**config.mk**
```make
export PLATFORM = sky130hd
export DESIGN_NAME = life_board_loader
export DESIGN_NICKNAME = d
export VERILOG_FILES = /design/src/rtl/life_board_loader.sv
export SDC_FILE = /design/constraint.sdc
export NUM_CORES = 1
export LEC_CHECK = 0
export ABC_AREA = 1
export ABC_CLOCK_PERIOD_IN_PS = 1700
export CORE_MARGIN = 5
export CORE_UTILIZATION = 49
export DETAILED_ROUTE_END_ITERATION = 10
export PLACE_DENSITY = 0.75
export SLEW_MARGIN = 10
export SYNTH_ARGS = -nofsm -noshare
export SYNTH_HDL_FRONTEND = slang
export SYNTH_SLANG_ARGS = --single-unit
```
**constraint.sdc**
```tcl
create_clock -name clk -period 1.7 [get_ports clk]
set_clock_uncertainty 0.15 [all_clocks]
set_input_delay 0.425 -clock clk [delete_from_list [all_inputs] [get_ports clk]]
set_output_delay 0.425 -clock clk [all_outputs]
set_load 0.02 [all_outputs]
```
**src/rtl/life_board_loader.sv**
```systemverilog
// life_board_loader: gathers row beats into a shadow board and commits whole frames to the board updater
//   clk, rst_n          clock, async active-low reset
//   in_valid/in_ready   row beat handshake; in_row bit i = column i, in_last marks the final row
//   load, data          one-cycle commit strobe and the committed board image (held between commits)
//   err                 one-cycle pulse when a frame is too short or too long
//   frame_cnt           number of committed frames, wrapping at 16 bits
module life_board_loader #(
  parameter int WIDTH     = 16,
  parameter int HEIGHT    = 16,
  parameter int FULLWIDTH = 256
) (
  input  logic                 clk,
  input  logic                 rst_n,
  input  logic                 in_valid,
  output logic                 in_ready,
  input  logic [WIDTH-1:0]     in_row,
  input  logic                 in_last,
  output logic                 load,
  output logic [FULLWIDTH-1:0] data,
  output logic                 err,
  output logic [15:0]          frame_cnt
);
  localparam int RW = HEIGHT > 1 ? $clog2(HEIGHT) : 1;
  localparam logic [RW-1:0] LAST = RW'(HEIGHT - 1);
  typedef enum logic [1:0] {FILL, COMMIT, DRAIN} state_t;
  state_t state, state_n;
  logic [RW-1:0] r, r_n;
  logic [FULLWIDTH-1:0] shadow, shadow_w;
  logic [15:0] cnt_n;
  logic acc, load_n, err_n;
  assign in_ready = rst_n && state != COMMIT;
  assign acc = in_valid && in_ready;
  // shadow with the current row replaced; also the image committed on the final beat
  always_comb begin
    shadow_w = shadow;
    for (int h = 0; h < HEIGHT; h++)
      if (RW'(h) == r) shadow_w[h*WIDTH +: WIDTH] = in_row;
  end
  always_comb begin
    state_n = state;
    r_n = r;
    load_n = 1'b0;
    err_n = 1'b0;
    cnt_n = frame_cnt;
    case (state)
      FILL: if (acc) begin
        r_n = (r == LAST || in_last) ? '0 : r + RW'(1);
        load_n = r == LAST && in_last;
        err_n = (r == LAST) != in_last;
        state_n = r != LAST ? FILL : in_last ? COMMIT : DRAIN;
      end
      COMMIT: begin
        state_n = FILL;
        cnt_n = frame_cnt + 16'd1;
      end
      default: state_n = (acc && in_last) ? FILL : DRAIN;
    endcase
  end
  always_ff @(posedge clk or negedge rst_n)
    if (!rst_n) begin
      state <= FILL;
      r <= '0;
      load <= 1'b0;
      err <= 1'b0;
      data <= '0;
      shadow <= '0;
      frame_cnt <= '0;
    end else begin
      state <= state_n;
      r <= r_n;
      load <= load_n;
      err <= err_n;
      frame_cnt <= cnt_n;
      if (acc && state == FILL) shadow <= shadow_w;
      if (load_n) data <= shadow_w;
    end
endmodule

```
After elaboration in Yosys (flattened, before gate mapping)
Index checks and enable logic that the tools add are counted. W data, S select, Z words.

Register bits after elaboration: 536. Logic and storage cells: 65.

Reduce and logical (&&, ||, !) cells: 9. Equality and inequality tests: 21. $add $sub $neg: 2. Mux-type cells: 26.

Operators by type and width (count): $mux W16 (16); $eq A4 B4 Y1 const A (8); $add A16 B1 Y16 const B (1); $eq A3 B4 Y1 const A (4); $eq A2 B4 Y1 const A (2); $mux W2 (4); $logic_and A1 B1 Y1 (5); $add A4 B1 Y4 const B (1); $eq A1 B4 Y1 const A (1); $eq A4 B4 Y1 const B (1); $logic_not A4 Y1 (1); $mux W1 (4); $mux W4 (1); $ne A4 B4 Y1 const B (1); $pmux W2 S2 (1); $eq A2 B1 Y1 const B (1); $logic_not A2 Y1 (1); $ne A2 B1 Y1 const B (1); $ne A2 B2 Y1 const B (1); $reduce_and A2 Y1 (1); $logic_or A1 B1 Y1 (1); $ne A1 B1 Y1 (1).

Longest topological paths before layout
Gate-level depths: netlist (run 1).

Word-level depth: 6. Gate-level depth with buffers: 10. Depth with buffers taken out: 9.

Worst setup path after synthesis (run 1)
No wires, ideal clock.

Kind: register to register. Start: register r[0]. End: register shadow[68]. Buffers on the path: 1. Stages on the path, launching flop included: 9. Clock period less this slack: 1645 ps. Path slack: 55 ps. Setup time: 66 ps. Data arrival time: 1430 ps. Cells stage by stage: dfrtp_1 inv_1 ha_1 nand3_1 clkbuf_1 nand2_1 o21ai_0 nand2_1 nand2_1.

Cells in the longest elaborated chain, start to end: 2.

RTL lines: start, declared (line 27) `logic [RW-1:0] r, r_n;`; start signal, assigned (line 70) `r <= r_n;`; $eq A3 B4 Y1 (line 37) `if (RW'(h) == r) shadow_w[h*WIDTH +: WIDTH] = in_row;`; $mux W16 (line 37); end signal, assigned (line 74) `if (acc && state == FILL) shadow <= shadow_w;`; end, declared (line 28) `logic [FULLWIDTH-1:0] shadow, shadow_w;`.

Every way passes these cells. A chain may end at the register's enable or synchronous reset.

Final worst setup path (run 1)
Start: register state[1]. End: register data[3].

Cells in the longest elaborated chain, start to end: 5.

RTL lines: start, declared (line 26) `state_t state, state_n;`; start signal, assigned (line 69) `state <= state_n;`; $ne A2 B1 Y1 (line 31) `assign in_ready = rst_n && state != COMMIT;`; $logic_and A1 B1 Y1 (line 31); $logic_and A1 B1 Y1 (line 32) `assign acc = in_valid && in_ready;`; $mux W1 (line 46) `FILL: if (acc) begin`; $mux W1 * (line 45) `case (state)`; end signal, assigned (line 75) `if (load_n) data <= shadow_w;`; end, declared (line 19) `output logic [FULLWIDTH-1:0] data,`.

Mark *: on every way between the ends. The rest lies on a longest branch, timed or not.

==> results of run 1 <==
==> power by group through the flow <==
| stage | combinational [W] | clock [W] | sequential (W) |
|---|---|---|---|
| 2_1_floorplan | 0.00169 | 0 | 0.0140 |
| 3_3_place_gp | 0.00284 | 0 | 0.0140 |
| 3_5_place_dp | 0.00296 | 0 | 0.0141 |
| 4_1_cts | 0.00319 | 0.0130 | 0.0139 |
| 5_1_grt | 0.00370 | 0.0135 | 0.0140 |
| 6_report | 0.00331 | 0.0129 | 0.0139 |
==> repair_timing <==
item	in CTS	in global routing
gates cloned	15	9
pin swaps	7	12
endpoints found under the setup margin	772	1256
hold endpoints to repair	72	0
hold buffers	1	0
setup buffers	108	9
gates resized for setup	1737	68
==> metrics by stage <==
stage               instance area [µm²]  utilization, %  setup TNS [ns]  setup WS (ns)  hold slack, ns
floorplan                         23100               -               0         0.0549         -0.0206
CTS                               31600            67.9          -91.12         -0.271           0.155
global placement                  27800            59.8         -221.22         -0.624           0.311
global route                      32000            68.8         -105.36         -0.310           0.197
detailed placement                27800            59.8         -221.97         -0.629           0.314
finish                            32000            68.8          -55.57         -0.253           0.194
==> worst max-delay path by stage <==
stage,startpoint,end,cells after the start
finish,state[1],data[3],12
global route,state[0],data[3],12
CTS,state[1],in_ready,5
detailed placement,in_valid,data[184],6
global placement,in_valid,data[188],6
floorplan,r[0],shadow[68],8
==> routing by layer <==
layer  vias up  part of all wire [%]  track usage [%]
met5         -                     0                0
met4         0                   5.3             12.7
met3       273                   9.5             6.32
met2      1255                    47             46.8
met1     10500                    38             38.0
li1       9864                     -                -
==> area by class of cell <==
cell class / instances / area, µm²
Sequential cell: 536 / 13400
Tap cell: 607 / 759
Timing Repair Buffer: 573 / 6870
Multi-Input combinational cell: 2158 / 8860
Inverter: 44 / 195
Clock buffer: 74 / 1600
Clock inverter: 23 / 328
Fill cell: 3345 / 14500
==> cell families (layout without fill, tap and decap cells) <==
group	Yosys count	after routing
AO/OA/AOI/OAI	279	279
flip-flops	536	536
buffers and inverters	223	714
adder cells (fa/ha/maj)	7	7
AND/OR/NAND/NOR	1862	1862
XOR/XNOR	10	10
==> Yosys cell counts <==
library cell / n
a21boi_0: 1
nand3b_1: 1
buf_1: 12
inv_1: 41
buf_2: 91
nor2_2: 1
nand2_4: 1
xnor2_1: 3
clkbuf_1: 56
or2_2: 1
buf_4: 8
nand4_1: 4
ha_1: 7
buf_6: 12
xor2_1: 7
nand3_1: 16
inv_2: 3
nor2_1: 29
nor3_1: 2
dfrtp_1: 536
nand2_1: 1806
o21ai_0: 263
a21oi_1: 8
nand3_2: 1
o21ai_1: 7
==> sequential cells by signal (all words and copies together) (netlist names) <==
register   count
frame_cnt     16
r              4
load           1
shadow       256
data         256
err            1
state          2
==> worst reg2reg max path, delay by kind of cell (launching register included) <==
kind | cells | cell delay, ns
buf+inv | 6 | 0.74
flops | 1 | 0.39
simple gates | 6 | 0.54
==> impl_results.md, run 1 <==
- Status: finished with violations
- Violated checks: negative setup slack
- Arr. time, crit path: 2.28 ns
- R2r worst-path depth: 12
- Global-route wire length before repair: 119000 µm
- Total Power: 0.0301 W
- Most common cell after layout, fill and taps aside: nand2_1
- CP cell instances: inv_2 > nand2_4 > buf_4 > nand3_2 > nor2_4 > nand2_4 > clkinv_8 > buf_12 > buf_6 > buf_16 > nand2_1 > nand2_1
- DP HPWL: 45700 µm
- Share of power burned in registers: 46.1%
- Syn_nets: 2944
- TritonCTS Buffers: 54
- ANT cells: 0
- Die Height: 227 µm
- Compound-Gate Fraction of Synth Area: 6.06%
- CP Class: reg -> reg
- Largest net degree at the start of global routing: 125
- Count of buffer and inverter cells on the critical path: 6
- Detailed Routing Iterations Pass 1: 9
- Peak supply drop: 0.725 mV
- Initial antenna violation count: 0
- Core Area: 46600 µm²
- Final nets: 3394
- Logic pwr share: 11.0%
- CP endpoint kind: flop
- Critical path peak fanout: 6
- Hold Violations, Final: 0
- Worst Hold End: state[1]
- CTS Sinks: 536
- Clock buffer depth: 3
- Max stage delay on crit path: 0.39 ns
- Top-area cell type share of the netlist area: 58.1%
- Period minus WS final: 1.95 ns
- Synth Area in Adders: 0.379%
- Largest family of logic cells by synthesized area: simple AND/OR/NAND/NOR gates
- Sw Share: 25.4%
- Synth Cell Area: 23100 µm²
- Power per cell area: 941 nW/µm²
- P_int: 0.0225 W
- Routability cong.: 0.839
- WHS Path Cells: 4
- Syn Area/Cell: 7.92 µm²
- Wirelength, routed: 76600 µm
- Vias: 21900
- Die area: 51600 µm²
- Post-synth cell types: 25
- Synth Area in Simple Gates: 30.5%
- Warnings from Yosys: 0
- Final-report setup violation count: 715
- GRT overflow: 0
- DRC viols: 0
- H-tree Lvls: 2
- Die width: 227 µm
- CTS root buffer: clkbuf_16
- Clock slew seen by the registers of the worst setup and hold paths: 0.06 ns
- Gr usage total: 28.9%
- Vias in the first global route: 21700
- Mux contribution to synthesized area: 0%
- Hold Path Origin: rst_n
- CTS tree: yes
- Critical R2R Capture: data[3]
- CP required: 2.03 ns
- Synth-to-Final Area Change: 38.6%
- Pins Over Slew Limit: 0
- Pleak: 17.4 nW
- Average wire per standard cell: 19.1 µm
- Synth Area in XOR/XNOR: 0.379%
- Most frequent cells in the layout: nand2_1 (1780), dfrtp_1 (533), buf_6 (284), o21ai_0 (233), buf_4 (169)
- Element type at the critical path start: flop
- Hold/Removal Path Class: in -> reg
- Port bufs: 294
- Share of cells above drive strength 1: 20.9%
- Max Cap Viol: 0
- Gate Count Post-Synth: 2917
- Setup WS post-layout: -0.253 ns
- Worst-skew pair later-pin latency: 0.60 ns
- Cells after DPL: 3779
- Worst slew pin tran: 0.551 ns
- Number of nets still failing antenna checks after routing: 0
- Reg2reg start: state[1]
- NetSw: 0.00766 W
- I/O pins: 295
- Tcrit/Tclk final: 115%
- Post-synthesis register bit count: 536
- Slowest cell on the critical path: dfrtp_1
- Slew headroom: 63.3%
- CP delay by family, top: buffers and inverters
- Cell accounting for the most synthesized area: dfrtp_1
- Post-Layout Cell Count: 4015
- Initial DRC count: 2518
- Initial Util: 49.6%
- Top cells by area, synth: dfrtp_1 (58%), nand2_1 (29%), o21ai_0 (5.7%)
- Unrepaired setup endpoints after global routing: true
- Max Freq: 512 MHz
- Row count: 79
- Avg Vias per Cell: 5.46
- Clock power share: 42.9%
- Reg2Reg Setup Slack: -0.25 ns
- Seq/Total Area, Yosys: 58.1%
No activity file was read; power rests on OpenSTA's default activity.
==> run 2: changes to the inputs <==
Settings changed: CORE_UTILIZATION 49 to 40, PLACE_DENSITY 0.75 to not set.
==> run 2 against run 1 <==
Compared with the run above:
- the flow still finishes with violations (negative setup slack)
- utilization shrank 11 points
- first-iteration DRC count decreased by 24%
- cell count grew 4.6%
- wire length increased by 5.1%
- critical endpoint is now in_ready
- largest cell class unchanged
- largest power group unchanged
==> impl_results.md, run 2 (synthesized netlist as in run 1, its figures left out) <==
- Die Height: 250 µm (+10%)
- Clock power share: 43.5% (+0.6 points)
- DP HPWL: 46100 µm (+0.88%)
- Setup TNS: -74.14 ns (-18.57 ns)
- Hold Violations, Final: 0 (unchanged)
- Average wire per standard cell: 19.2 µm (+0.49%)
- CTS Sinks: 536 (unchanged)
- Vias in the first global route: 20800 (-4.1%)
- Number of nets still failing antenna checks after routing: 0 (unchanged)
- Synth-to-Final Area Change: 43.5%
- CP endpoint kind: primary output
- Violated checks: negative setup slack
- ANT cells: 0 (unchanged)
- Unrepaired setup endpoints after global routing: true
- Most frequent cells in the layout: nand2_1 (1787), dfrtp_1 (528), buf_6 (291), o21ai_0 (201), buf_4 (142)
- Max Freq: 502 MHz (-1.9%)
- Routability cong.: 0.823 (-1.9%)
- Die width: 250 µm (+10%)
- Setup WS post-layout: -0.291 ns (-0.0381 ns)
- Vias: 21400 (-2.3%)
- Gr usage total: 23.9% (-5.0 points)
- Core Area: 57500 µm² (+23%)
- Worst-skew pair later-pin latency: 0.63 ns (+0.03 ns)
- Hold_ws: 0.131 ns (-0.0629 ns)
- Largest regs: data (256), shadow (256), frame_cnt (16)
- Status: finished with violations
- Clock slew seen by the registers of the worst setup and hold paths: 0.06 ns (about the same)
- Avg Vias per Cell: 5.09 (-6.6%)
- CP required: 1.12 ns (-0.91 ns)
- Design area: 33200 µm² (+3.5%)
- Wirelength, routed: 80500 µm (+5.1%)
- P_int: 0.0226 W (+0.70%)
- GRT overflow: 0 (unchanged)
- Period minus WS final: 1.99 ns (+0.0381 ns)
- Critical path peak fanout: 2 (-4)
- Pleak: 17.9 nW (+2.6%)
- Row count: 88 (+11%)
- Final nets: 3415 (+0.62%)
- Layout fillers: 4917 (+47%)
- Final-report setup violation count: 788 (+10%)
- NetSw: 0.00796 W (+3.9%)
- CTS root buffer: clkbuf_16
- Max Cap Viol: 0 (unchanged)
- Tcrit/Tclk final: 117% (+2.2 points)
- TritonCTS Buffers: 56 (+3.7%)
- Hold/Removal Path Class: in -> reg
- Placed standard-cell area: 28000 µm² (+0.76%)
- Sw Share: 26.0% (+0.60 points)
- Largest net degree at the start of global routing: 140 (+12%)
- Worst slew pin tran: 0.745 ns (+0.194 ns)
- Initial antenna violation count: 3 (+3)
- Detailed Routing Iterations Pass 1: 5 (-4)
- Most common cell after layout, fill and taps aside: nand2_1
- Clock buffer depth: 3 (unchanged)
- Element type at the critical path start: flop
- Port bufs: 294 (unchanged)
- Arr. time, crit path: 1.42 ns (-0.86 ns)
- CTS tree: yes
- Pins Over Slew Limit: 0 (unchanged)
- Die area: 62700 µm² (+21%)
- I/O pins: 295 (unchanged)
- CP Class: reg -> out
- H-tree Lvls: 2 (unchanged)
- Power per cell area: 922 nW/µm² (-2.0%)
- Initial Util: 40.2% (-9.4 points)
- Slew headroom: 50.3% (-13 points)
- Peak supply drop: 0.835 mV (+15%)
- Global-route wire length before repair: 120000 µm (+0.85%)
- Initial DRC count: 1914 (-24%)
- Share of power burned in registers: 45.4% (-0.7 points)
- DRC viols: 0 (unchanged)
- Share of cells above drive strength 1: 21.5% (+0.68 points)
- Logic pwr share: 11.1% (about the same)
==> run 2: changes by cell type in the layout (fill, tap and decap cells not counted), moves of 9 or more <==
cell | before | now
buf_12 | 68 | 77
buf_4 | 169 | 142
clkbuf_16 | 64 | 79
nand2_2 | 22 | 12
o21ai_0 | 233 | 201
o21ai_1 | 29 | 51
o21ai_2 | 8 | 18
==> run 2: metal layers <==
metal | vias to the layer above | track usage [%] | wire length [µm]
li1 | 9944 | - | -
met1 | 10400 | 32.6 | 33900
met2 | 829 | 38.1 | 37700
met3 | 184 | 4.14 | 5400
met4 | 2 | 9.85 | 3520
met5 | - | 0 | 14
==> run 2: worst max-delay path, cell delays in order (launching register included) <==
cell and delay (ns):
dfrtp_1 0.41, nand2_4 0.11, inv_4 0.04, nor2_4 0.10
buf_6 0.13
==> run 2: layout make-up <==
cell class                      count  area, µm²  area share [%]
Multi-Input combinational cell   2158       8890            26.8
Timing Repair inverter              3       41.3           0.125
Timing Repair Buffer              589       7630            23.0
Tap cell                          765        957            2.89
Clock buffer                       71       1550            4.67
Inverter                           44        223           0.672
Sequential cell                   536      13400            40.5
Clock inverter                     34        447            1.35
==> run 2: stage by stage <==
step | utilization (%) | total power, W | cells | setup slack [ns]
global route | 57.7 | 0.0318 | 4200 | -0.343
global placement | 48.8 | 0.0169 | 3927 | -0.579
detailed placement | 48.8 | 0.0170 | 3927 | -0.593
floorplan | - | 0.0157 | 2917 | 0.0549
CTS | 55.8 | 0.0306 | 4159 | -0.321
finish | 57.7 | 0.0306 | 4200 | -0.291
==> run 2: path summary, 6_finish.rpt <==
check	startpoint	endpoint	slack [ns]	depth (start not counted)
max	state[0]	in_ready	-0.29	4
max reg2reg	state[0]	data[163]	-0.24	10
max in group asynchronous	rst_n	data[46]	0.20	4
min	rst_n	state[1]	0.13	4
min reg2reg	shadow[4]	shadow[4]	0.33	2
min in group asynchronous	rst_n	data[146]	0.19	3
==> run 2: power by group through the flow <==
stage / registers [W] / clock network (W) / logic, W
floorplan: 0.0140 / 0 / 0.00169
global placement: 0.0140 / 0 / 0.00282
detailed placement: 0.0141 / 0 / 0.00291
CTS: 0.0139 / 0.0135 / 0.00319
global route: 0.0139 / 0.0141 / 0.00380
finish: 0.0139 / 0.0133 / 0.00339
==> run 2: timing repair <==
item                                    CTS  global route
buffers inserted                        104            10
gates cloned                             22            31
gates resized for setup                1736           123
setup endpoints to repair               781          1185
endpoints found under the hold margin    73             0
pin swaps                                 8            17
hold buffers                              1             0
